==> src/rtl/mem_stage_access.sv <==
// mem_stage_access: MEM stage that issues data-memory loads/stores over req/ack and registers writeback results.
// Ports: clock/reset (async active-high); mem_* EXE/MEM inputs; dmem_* memory handshake;
// stall to upstream; wb_* registered MEM/WB outputs; mem_err sticky timeout flag.
// Optional: define MEM_TIMEOUT_EN to abort accesses after TIMEOUT BUSY cycles without ack.
module mem_stage_access #(
  parameter int TIMEOUT = 15
) (
  input  logic        clock,
  input  logic        reset,
  input  logic [15:0] mem_alu_out,
  input  logic [15:0] mem_mem_write_data,
  input  logic [2:0]  mem_fwd_reg,
  input  logic [7:0]  mem_lb_const,
  input  logic        mem_mem_read,
  input  logic        mem_mem_write,
  input  logic [1:0]  mem_memtoreg,
  input  logic        mem_regwrite,
  input  logic [3:0]  mem_opcode,
  output logic        dmem_req,
  output logic        dmem_we,
  output logic [15:0] dmem_addr,
  output logic [15:0] dmem_wdata,
  input  logic [15:0] dmem_rdata,
  input  logic        dmem_ack,
  output logic        stall,
  output logic        wb_regwrite,
  output logic [2:0]  wb_fwd_reg,
  output logic [15:0] wb_data,
  output logic [3:0]  wb_opcode,
  output logic        mem_err
);
  typedef enum logic [1:0] {IDLE, BUSY, DONE} state_t;
  state_t state_q, state_d;
  logic [15:0] addr_q, addr_d, wdata_q, wdata_d, wb_data_q, wb_data_d;
  logic [7:0] lb_q, lb_d;
  logic [3:0] opc_q, opc_d, wb_opc_q, wb_opc_d;
  logic [2:0] fwd_q, fwd_d, wb_fwd_q, wb_fwd_d;
  logic [1:0] sel_q, sel_d;
  logic rw_q, rw_d, we_q, we_d, wb_rw_q, wb_rw_d;
  logic op;
  assign op = mem_mem_read | mem_mem_write;
  function automatic logic [15:0] wb_mux(input logic [1:0] sel, input logic [15:0] alu, input logic [15:0] rd,
                                         input logic [7:0] lb);
    return sel == 2'd0 ? alu : sel == 2'd1 ? rd : sel == 2'd2 ? {8'h00, lb} : {lb, alu[7:0]};
  endfunction
`ifdef MEM_TIMEOUT_EN
  logic [7:0] cnt_q, cnt_d;
  logic err_q, err_d;
  assign mem_err = err_q;
`else
  assign mem_err = 1'b0;
`endif
  always_comb begin
    state_d = state_q;
    addr_d = addr_q;
    wdata_d = wdata_q;
    fwd_d = fwd_q;
    lb_d = lb_q;
    sel_d = sel_q;
    rw_d = rw_q;
    opc_d = opc_q;
    we_d = we_q;
    wb_rw_d = wb_rw_q;
    wb_fwd_d = wb_fwd_q;
    wb_data_d = wb_data_q;
    wb_opc_d = wb_opc_q;
`ifdef MEM_TIMEOUT_EN
    cnt_d = cnt_q;
    err_d = err_q;
`endif
    case (state_q)
      IDLE: if (op) begin
        addr_d = mem_alu_out;
        wdata_d = mem_mem_write_data;
        fwd_d = mem_fwd_reg;
        lb_d = mem_lb_const;
        sel_d = mem_memtoreg;
        rw_d = mem_regwrite;
        opc_d = mem_opcode;
        we_d = mem_mem_write;
        wb_rw_d = 1'b0;
        state_d = BUSY;
`ifdef MEM_TIMEOUT_EN
        cnt_d = 8'd0;
`endif
      end else begin
        wb_rw_d = mem_regwrite;
        wb_fwd_d = mem_fwd_reg;
        wb_opc_d = mem_opcode;
        wb_data_d = wb_mux(mem_memtoreg, mem_alu_out, dmem_rdata, mem_lb_const);
      end
      BUSY: if (dmem_ack) begin
        wb_rw_d = rw_q;
        wb_fwd_d = fwd_q;
        wb_opc_d = opc_q;
        wb_data_d = wb_mux(sel_q, addr_q, dmem_rdata, lb_q);
        state_d = DONE;
      end else begin
        wb_rw_d = 1'b0;
`ifdef MEM_TIMEOUT_EN
        if (cnt_q == 8'(TIMEOUT - 1)) begin
          wb_data_d = 16'h0000;
          err_d = 1'b1;
          state_d = DONE;
        end else cnt_d = cnt_q + 8'd1;
`endif
      end
      DONE: begin
        wb_rw_d = 1'b0;
        state_d = IDLE;
      end
      default: state_d = IDLE;
    endcase
  end
  always_ff @(posedge clock or posedge reset)
    if (reset) begin
      state_q <= IDLE;
      addr_q <= '0;
      wdata_q <= '0;
      fwd_q <= '0;
      lb_q <= '0;
      sel_q <= '0;
      rw_q <= 1'b0;
      opc_q <= '0;
      we_q <= 1'b0;
      wb_rw_q <= 1'b0;
      wb_fwd_q <= '0;
      wb_data_q <= '0;
      wb_opc_q <= '0;
`ifdef MEM_TIMEOUT_EN
      cnt_q <= '0;
      err_q <= 1'b0;
`endif
    end else begin
      state_q <= state_d;
      addr_q <= addr_d;
      wdata_q <= wdata_d;
      fwd_q <= fwd_d;
      lb_q <= lb_d;
      sel_q <= sel_d;
      rw_q <= rw_d;
      opc_q <= opc_d;
      we_q <= we_d;
      wb_rw_q <= wb_rw_d;
      wb_fwd_q <= wb_fwd_d;
      wb_data_q <= wb_data_d;
      wb_opc_q <= wb_opc_d;
`ifdef MEM_TIMEOUT_EN
      cnt_q <= cnt_d;
      err_q <= err_d;
`endif
    end
  assign dmem_req = state_q == BUSY;
  assign dmem_we = we_q;
  assign dmem_addr = addr_q;
  assign dmem_wdata = wdata_q;
  // Reset gates the combinational IDLE&op term so every output reads 0 while reset is held.
  assign stall = !reset && ((state_q == IDLE && op) || state_q == BUSY);
  assign wb_regwrite = wb_rw_q;
  assign wb_fwd_reg = wb_fwd_q;
  assign wb_data = wb_data_q;
  assign wb_opcode = wb_opc_q;
endmodule

==> config.mk <==
export PLATFORM = sky130hd
export DESIGN_NAME = mem_stage_access
export DESIGN_NICKNAME = d
export VERILOG_FILES = /design/src/rtl/mem_stage_access.sv
export SDC_FILE = /design/constraint.sdc
export NUM_CORES = 1
export LEC_CHECK = 0
export CAP_MARGIN = 20
export CORE_AREA = 4 4 84 126
export CTS_CLUSTER_DIAMETER = 60
export DETAILED_ROUTE_END_ITERATION = 8
export DIE_AREA = 0 0 88 130
export HOLD_SLACK_MARGIN = 0.1
export PLACE_DENSITY = 0.86
export SLEW_MARGIN = 0
export SYNTH_ARGS = -nofsm -noshare
export SYNTH_HDL_FRONTEND = slang
export SYNTH_SLANG_ARGS = --single-unit
==> constraint.sdc <==
create_clock -name clock -period 2.45 [get_ports clock]
set_clock_uncertainty 0.2 [all_clocks]
set_input_delay 0.49 -clock clock [delete_from_list [all_inputs] [get_ports clock]]
set_output_delay 0.49 -clock clock [all_outputs]
set_load 0.01 [all_outputs]
# Yosys cells after proc, flatten, opt, wreduce, memory -nomap -nowiden
# Index checks and enable logic that the tools add are counted.
totals:
  ff_bits: 77
  in_bits: 71
  out_inout_bits: 60
  wordCells: 56
op_classes:
  eq_ne: 9
  mux: 21
  bitwise: 1
  n_reduce_logical: 12
op_table:
  columns: ["op", "n"]
  rows:
  - ["$mux 16", 8]
  - ["$pmux 16 s2", 1]
  - ["$mux 4", 2]
  - ["$pmux 4 s2", 1]
  - ["$eq 2x1->1 const B", 3]
  - ["$eq 2x2->1 const B", 3]
  - ["$logic_not 2->1", 3]
  - ["$mux 3", 2]
  - ["$pmux 3 s2", 1]
  - ["$mux 2", 2]
  - ["$ne 2x2->1 const B", 2]
  - ["$pmux 2 s2", 1]
  - ["$reduce_and 2->1", 2]
  - ["$pmux 1 s3", 1]
  - ["$reduce_and 3->1", 1]
  - ["$reduce_bool 3->1", 1]
  - ["$logic_and 1x1->1", 2]
  - ["$mux 1", 2]
  - ["$ne 2x1->1 const B", 1]
  - ["$reduce_bool 2->1", 1]
  - ["$logic_not 1->1", 1]
  - ["$logic_or 1x1->1", 1]
  - ["$or 1x1->1", 1]

# Logic depth before layout (Yosys ltp)
logic_depth:
  ltp_word: 6
  depth_mapped: 8
  mapped_depth_nobuf: 6

# Worst setup path after synthesis
# Ideal clock, no wire load.
synth_timing:
  path_kind: "reg-to-output"
  startpoint: "register state_q[1]"
  endpoint: "output stall"
  t_arrival_ns: 1.417
  required_ns: 1.760
  path_slack_ns: 0.343
  path_stages_with_launch: 7
  path_buffers: 2
  path_cell_list: "dfrtp_1 > inv_1 > ha_1 > buf_2 > inv_2 > buf_1 > a21oi_1"
synth_between:
  word_cells_on_any_way: 5
  classes_between: "1 x eq/ne; 4 x reduce/logical"
synth_rtl:
  columns: ["item", "line", "rtl"]
  rows:
  - ["start, declared", "33", "state_t state_q, state_d;"]
  - ["start signal, assigned", "135", "state_q <= state_d;"]
  - ["$eq 2x1->1", null, null]
  - ["via dmem_req", "19", "output logic dmem_req,"]
  - ["$logic_or 1x1->1", "158", "assign stall = !reset && ((state_q == IDLE && op) || state_q == BUSY);"]
  - ["$logic_and 1x1->1", "158", null]
  - ["end, declared", "25", "output logic stall,"]
# The timed path passes the listed nets, and every way through them passes these cells.

# Final worst setup path
layout_timing:
  startpoint: "register state_q[1]"
  endpoint: "output dmem_req"
layout_between:
  elab_chain_len: 1
layout_lines:
  columns: ["item", "line", "rtl"]
  rows:
  - ["$eq 2x1->1", "153", "assign dmem_req = state_q == BUSY;"]
  - ["end, declared", "19", null]
# No other way between the ends.

==> metrics.md <==
| Metric | Value |
|---|---|
| Seq. cell area | `0.00193 mm2` |
| Placed Area | `0.00539 mm2` |
| # H-tree levels | `3` |
| Slew of the pin with the lowest slew margin | `0.591 ns` |
| Number of sinks on the clock net | `77` |
| Arrival time of the worst setup path | `1.68 ns` |
| Worst-Skew Late Latency | `0.33 ns` |
| Fill count | `778` |
| Number of distinct standard cells referenced by the synthesized netlist | `31` |
| Total grt overflow | `0` |
| Die Span X | `88 um` |
| Leakage power | `2.31 nW` |
| Row cnt | `44` |
| Power per cell area | `1350 mW/mm2` |
| Area taken by multi-input logic gates | `0.00185 mm2` |
| Detail-routed net length per standard cell | `18.5 um` |
| DR pass1 iterations | `4` |
| RSZ-0062 raised after global routing | `no` |
| Final non-filler cell total | `571` |
| Result of the run | `finished clean` |
| First-pass GRT wire length | `17000 um` |
| Met2 track demand over resource in global routing | `34.2%` |
| Sum of negative setup slack | `0 ns` |
| Critical path data required time | `1.76 ns` |
| Synth async-reset ratio | `100%` |
| Area enclosed by the die boundary | `0.0114 mm2` |
| Area Overhead vs Synth | `46.1%` |
| Sequential cell area fraction in the yosys report | `49.4%` |
| I/O pin cnt | `131` |
| # diodes | `0` |
| Min Tclk post-route | `2.37 ns` |
| Number of nets in the synthesized netlist | `393` |
| Placeable core area | `0.00952 mm2` |
| Global Route Usage Sum | `19.2%` |
| Total instance count after detailed placement | `556` |
| Number of antenna violations at the first check in global routing | `0` |
| Number of warning messages in the yosys log | `0` |
| Post-Route WL | `10600 um` |
| Detailed placer's ending HPWL | `7780 um` |
| Post-synthesis average cell area | `12.3 um2` |
| Critical path start-end classification | `reg -> out` |
| Final slew viol count | `0` |
| Highest net fanout along the worst path | `7` |
| Final Net Count | `527` |
| Register bit count reported by yosys | `77` |
| Routing usage on met3 | `5.69%` |
| Largest net degree at the start of global routing | `52` |
| Vias per cell | `5.42` |
| Clk buf depth | `2` |
| Predominant post-synthesis flop cell | `sky130_fd_sc_hd__dfrtp_1` |
| Nature of the critical path startpoint | `flip-flop` |
| Total count of hold-check failures in the final report | `0` |
| Headroom to the max-slew limit | `60.6%` |
| Number of max-capacitance violations reported | `0` |
| Post-layout util | `59.8%` |
| Number of global-route vias before repair | `3406` |
| Drc violations | `0` |
| Final worst-path cycle share | `96.9%` |
| Capturing element type of the critical path | `output port` |
| Worst voltage drop across the vdd grid | `0.882 mV` |
| Iteration-0 DRC Markers | `157` |
| Peak-usage layer in the global routing report | `met2` |
| Final ANT Viol Nets | `0` |
| Overall die height | `130 um` |
| Overall via count from detail_route | `3093` |
| Number of standard cells after synthesis | `318` |
| TritonCTS clock tree | `yes` |
| Number of buffers created by CTS | `9` |
| Worst hold slack across all endpoints | `0.284 ns` |
| IO Port Bufs | `129` |
| GR Layer Usage met1 | `21.3%` |
| Fraction of final layout cells sized beyond drive strength 1 | `28.7%` |
| Area of the mapped netlist | `0.00390 mm2` |
| Class of the tightest hold or removal check | `reg -> reg` |
| Area of all placed cells without fillers | `0.00570 mm2` |
| Final estimated routing congestion in global placement | `0.864` |
| Clock transition at path regs | `0.06 ns` |
| Highest Clock Rate | `0.421 GHz` |
| Post-synth EDFFs | `0` |
| Initial core utilization | `41.0%` |
| Final setup fails | `0` |
| Clock root buffer | `sky130_fd_sc_hd__clkbuf_16` |
## area by class of cell
cell class | instances | area share (%)
clock buffer | 11 | 4.43
tap | 115 | 2.52
inverter | 4 | 0.329
timing repair buffer | 147 | 25.7
multi-input combinational | 213 | 32.4
sequential | 77 | 33.8
clock inverter | 4 | 0.834
## cells in the mapped netlist (5+ instances only)
| master | instances | share of area [%] |
|---|---|---|
| sky130_fd_sc_hd__dfrtp_1 | 77 | 49 |
| sky130_fd_sc_hd__mux2_2 | 75 | 22 |
| sky130_fd_sc_hd__nand2_1 | 28 | 2.7 |
| sky130_fd_sc_hd__buf_2 | 15 | 1.9 |
| sky130_fd_sc_hd__o21ai_1 | 14 | 1.8 |
| sky130_fd_sc_hd__o221ai_1 | 14 | 3.1 |
| sky130_fd_sc_hd__or3b_2 | 14 | 3.1 |
| sky130_fd_sc_hd__a211oi_1 | 10 | 1.9 |
| sky130_fd_sc_hd__mux2i_1 | 9 | 2.3 |
| sky130_fd_sc_hd__a221oi_1 | 8 | 1.8 |
| sky130_fd_sc_hd__nor3b_1 | 8 | 1.5 |
| sky130_fd_sc_hd__o31ai_1 | 8 | 1.5 |
| sky130_fd_sc_hd__buf_4 | 5 | 0.96 |
## final timing paths
| path | start | end | slack, ns | depth (start not counted) |
|---|---|---|---|---|
| setup / recovery | state_q[1] | dmem_req | 0.08 | 4 |
| hold / removal | wb_data[3] | wb_data[3] | 0.28 | 2 |
| setup reg to reg | state_q[0] | wb_data[0] | 0.32 | 7 |
| hold reg to reg | wb_data[3] | wb_data[3] | 0.28 | 2 |
| max in group asynchronous | reset | wb_data[12] | 1.06 | 4 |
| min in group asynchronous | reset | dmem_wdata[15] | 0.55 | 4 |
## stage by stage
step                      worst slack (ns)  power (mW)
after floorplan                      0.343        4.65
after global placement             -0.0484        6.29
after detailed placement           -0.0696        6.45
after CTS                           0.0531        7.83
after global routing               0.00648        8.25
final                               0.0761        7.72
## layer usage
layer,up-vias,share of wire [%]
met5,-,0
met4,0,1.7
met3,13,7.9
met2,114,53
met1,1517,37
li1,1449,-
## placed cells by master (no fill, tap or decap), types with 3 or more instances in the layout
cell	n
sky130_fd_sc_hd__clkdlybuf4s50_1	128
sky130_fd_sc_hd__dfrtp_1	77
sky130_fd_sc_hd__mux2_2	75
sky130_fd_sc_hd__nand2_1	28
sky130_fd_sc_hd__buf_4	15
sky130_fd_sc_hd__o21ai_1	14
sky130_fd_sc_hd__or3b_2	14
sky130_fd_sc_hd__o221ai_1	14
sky130_fd_sc_hd__a211oi_1	10
sky130_fd_sc_hd__mux2i_1	9
sky130_fd_sc_hd__clkbuf_16	9
sky130_fd_sc_hd__a221oi_1	8
sky130_fd_sc_hd__o31ai_1	8
sky130_fd_sc_hd__nor3b_1	8
sky130_fd_sc_hd__nor2_1	3
sky130_fd_sc_hd__a21oi_1	3
sky130_fd_sc_hd__nand2b_1	3
sky130_fd_sc_hd__buf_12	3
## where the power goes
| group | switching, mW | leakage [nW] | internal [mW] |
|---|---|---|---|
| Clock | 0.499 | 0.147 | 0.834 |
| Sequential | 0.457 | 0.918 | 1.94 |
| Combinational | 1.73 | 1.24 | 2.25 |
| Total | 2.69 | 2.31 | 5.03 |
## cell families after synthesis
| kind of cell | count (synthesis) | synth area share [%] |
|---|---|---|
| adders and majority gates | 4 | 1.28 |
| AOI/OAI and AO/OA | 63 | 12.2 |
| and+or+nand+nor | 59 | 8.63 |
| DFF | 77 | 49.4 |
| other | 1 | 0.0961 |
| xor gates and xnor gates | 2 | 0.834 |
| muxes | 84 | 24.0 |
| buffers and inverters | 28 | 3.66 |
## critical path: stages, from the launching register on
cell	delay, ns
sky130_fd_sc_hd__dfrtp_1	0.40
sky130_fd_sc_hd__inv_2	0.10
sky130_fd_sc_hd__ha_4	0.16
sky130_fd_sc_hd__buf_4	0.15
sky130_fd_sc_hd__clkdlybuf4s50_1	0.54
## repair_timing
| item | in CTS | in global routing |
|---|---|---|
| endpoints found under the setup margin | 2 | 0 |
| buffers inserted | 0 | 0 |
| hold buffers | 0 | 0 |
| hold endpoints to repair | 0 | 0 |
| gates resized for setup | 5 | 0 |
No activity file was read; power rests on OpenSTA's default activity.
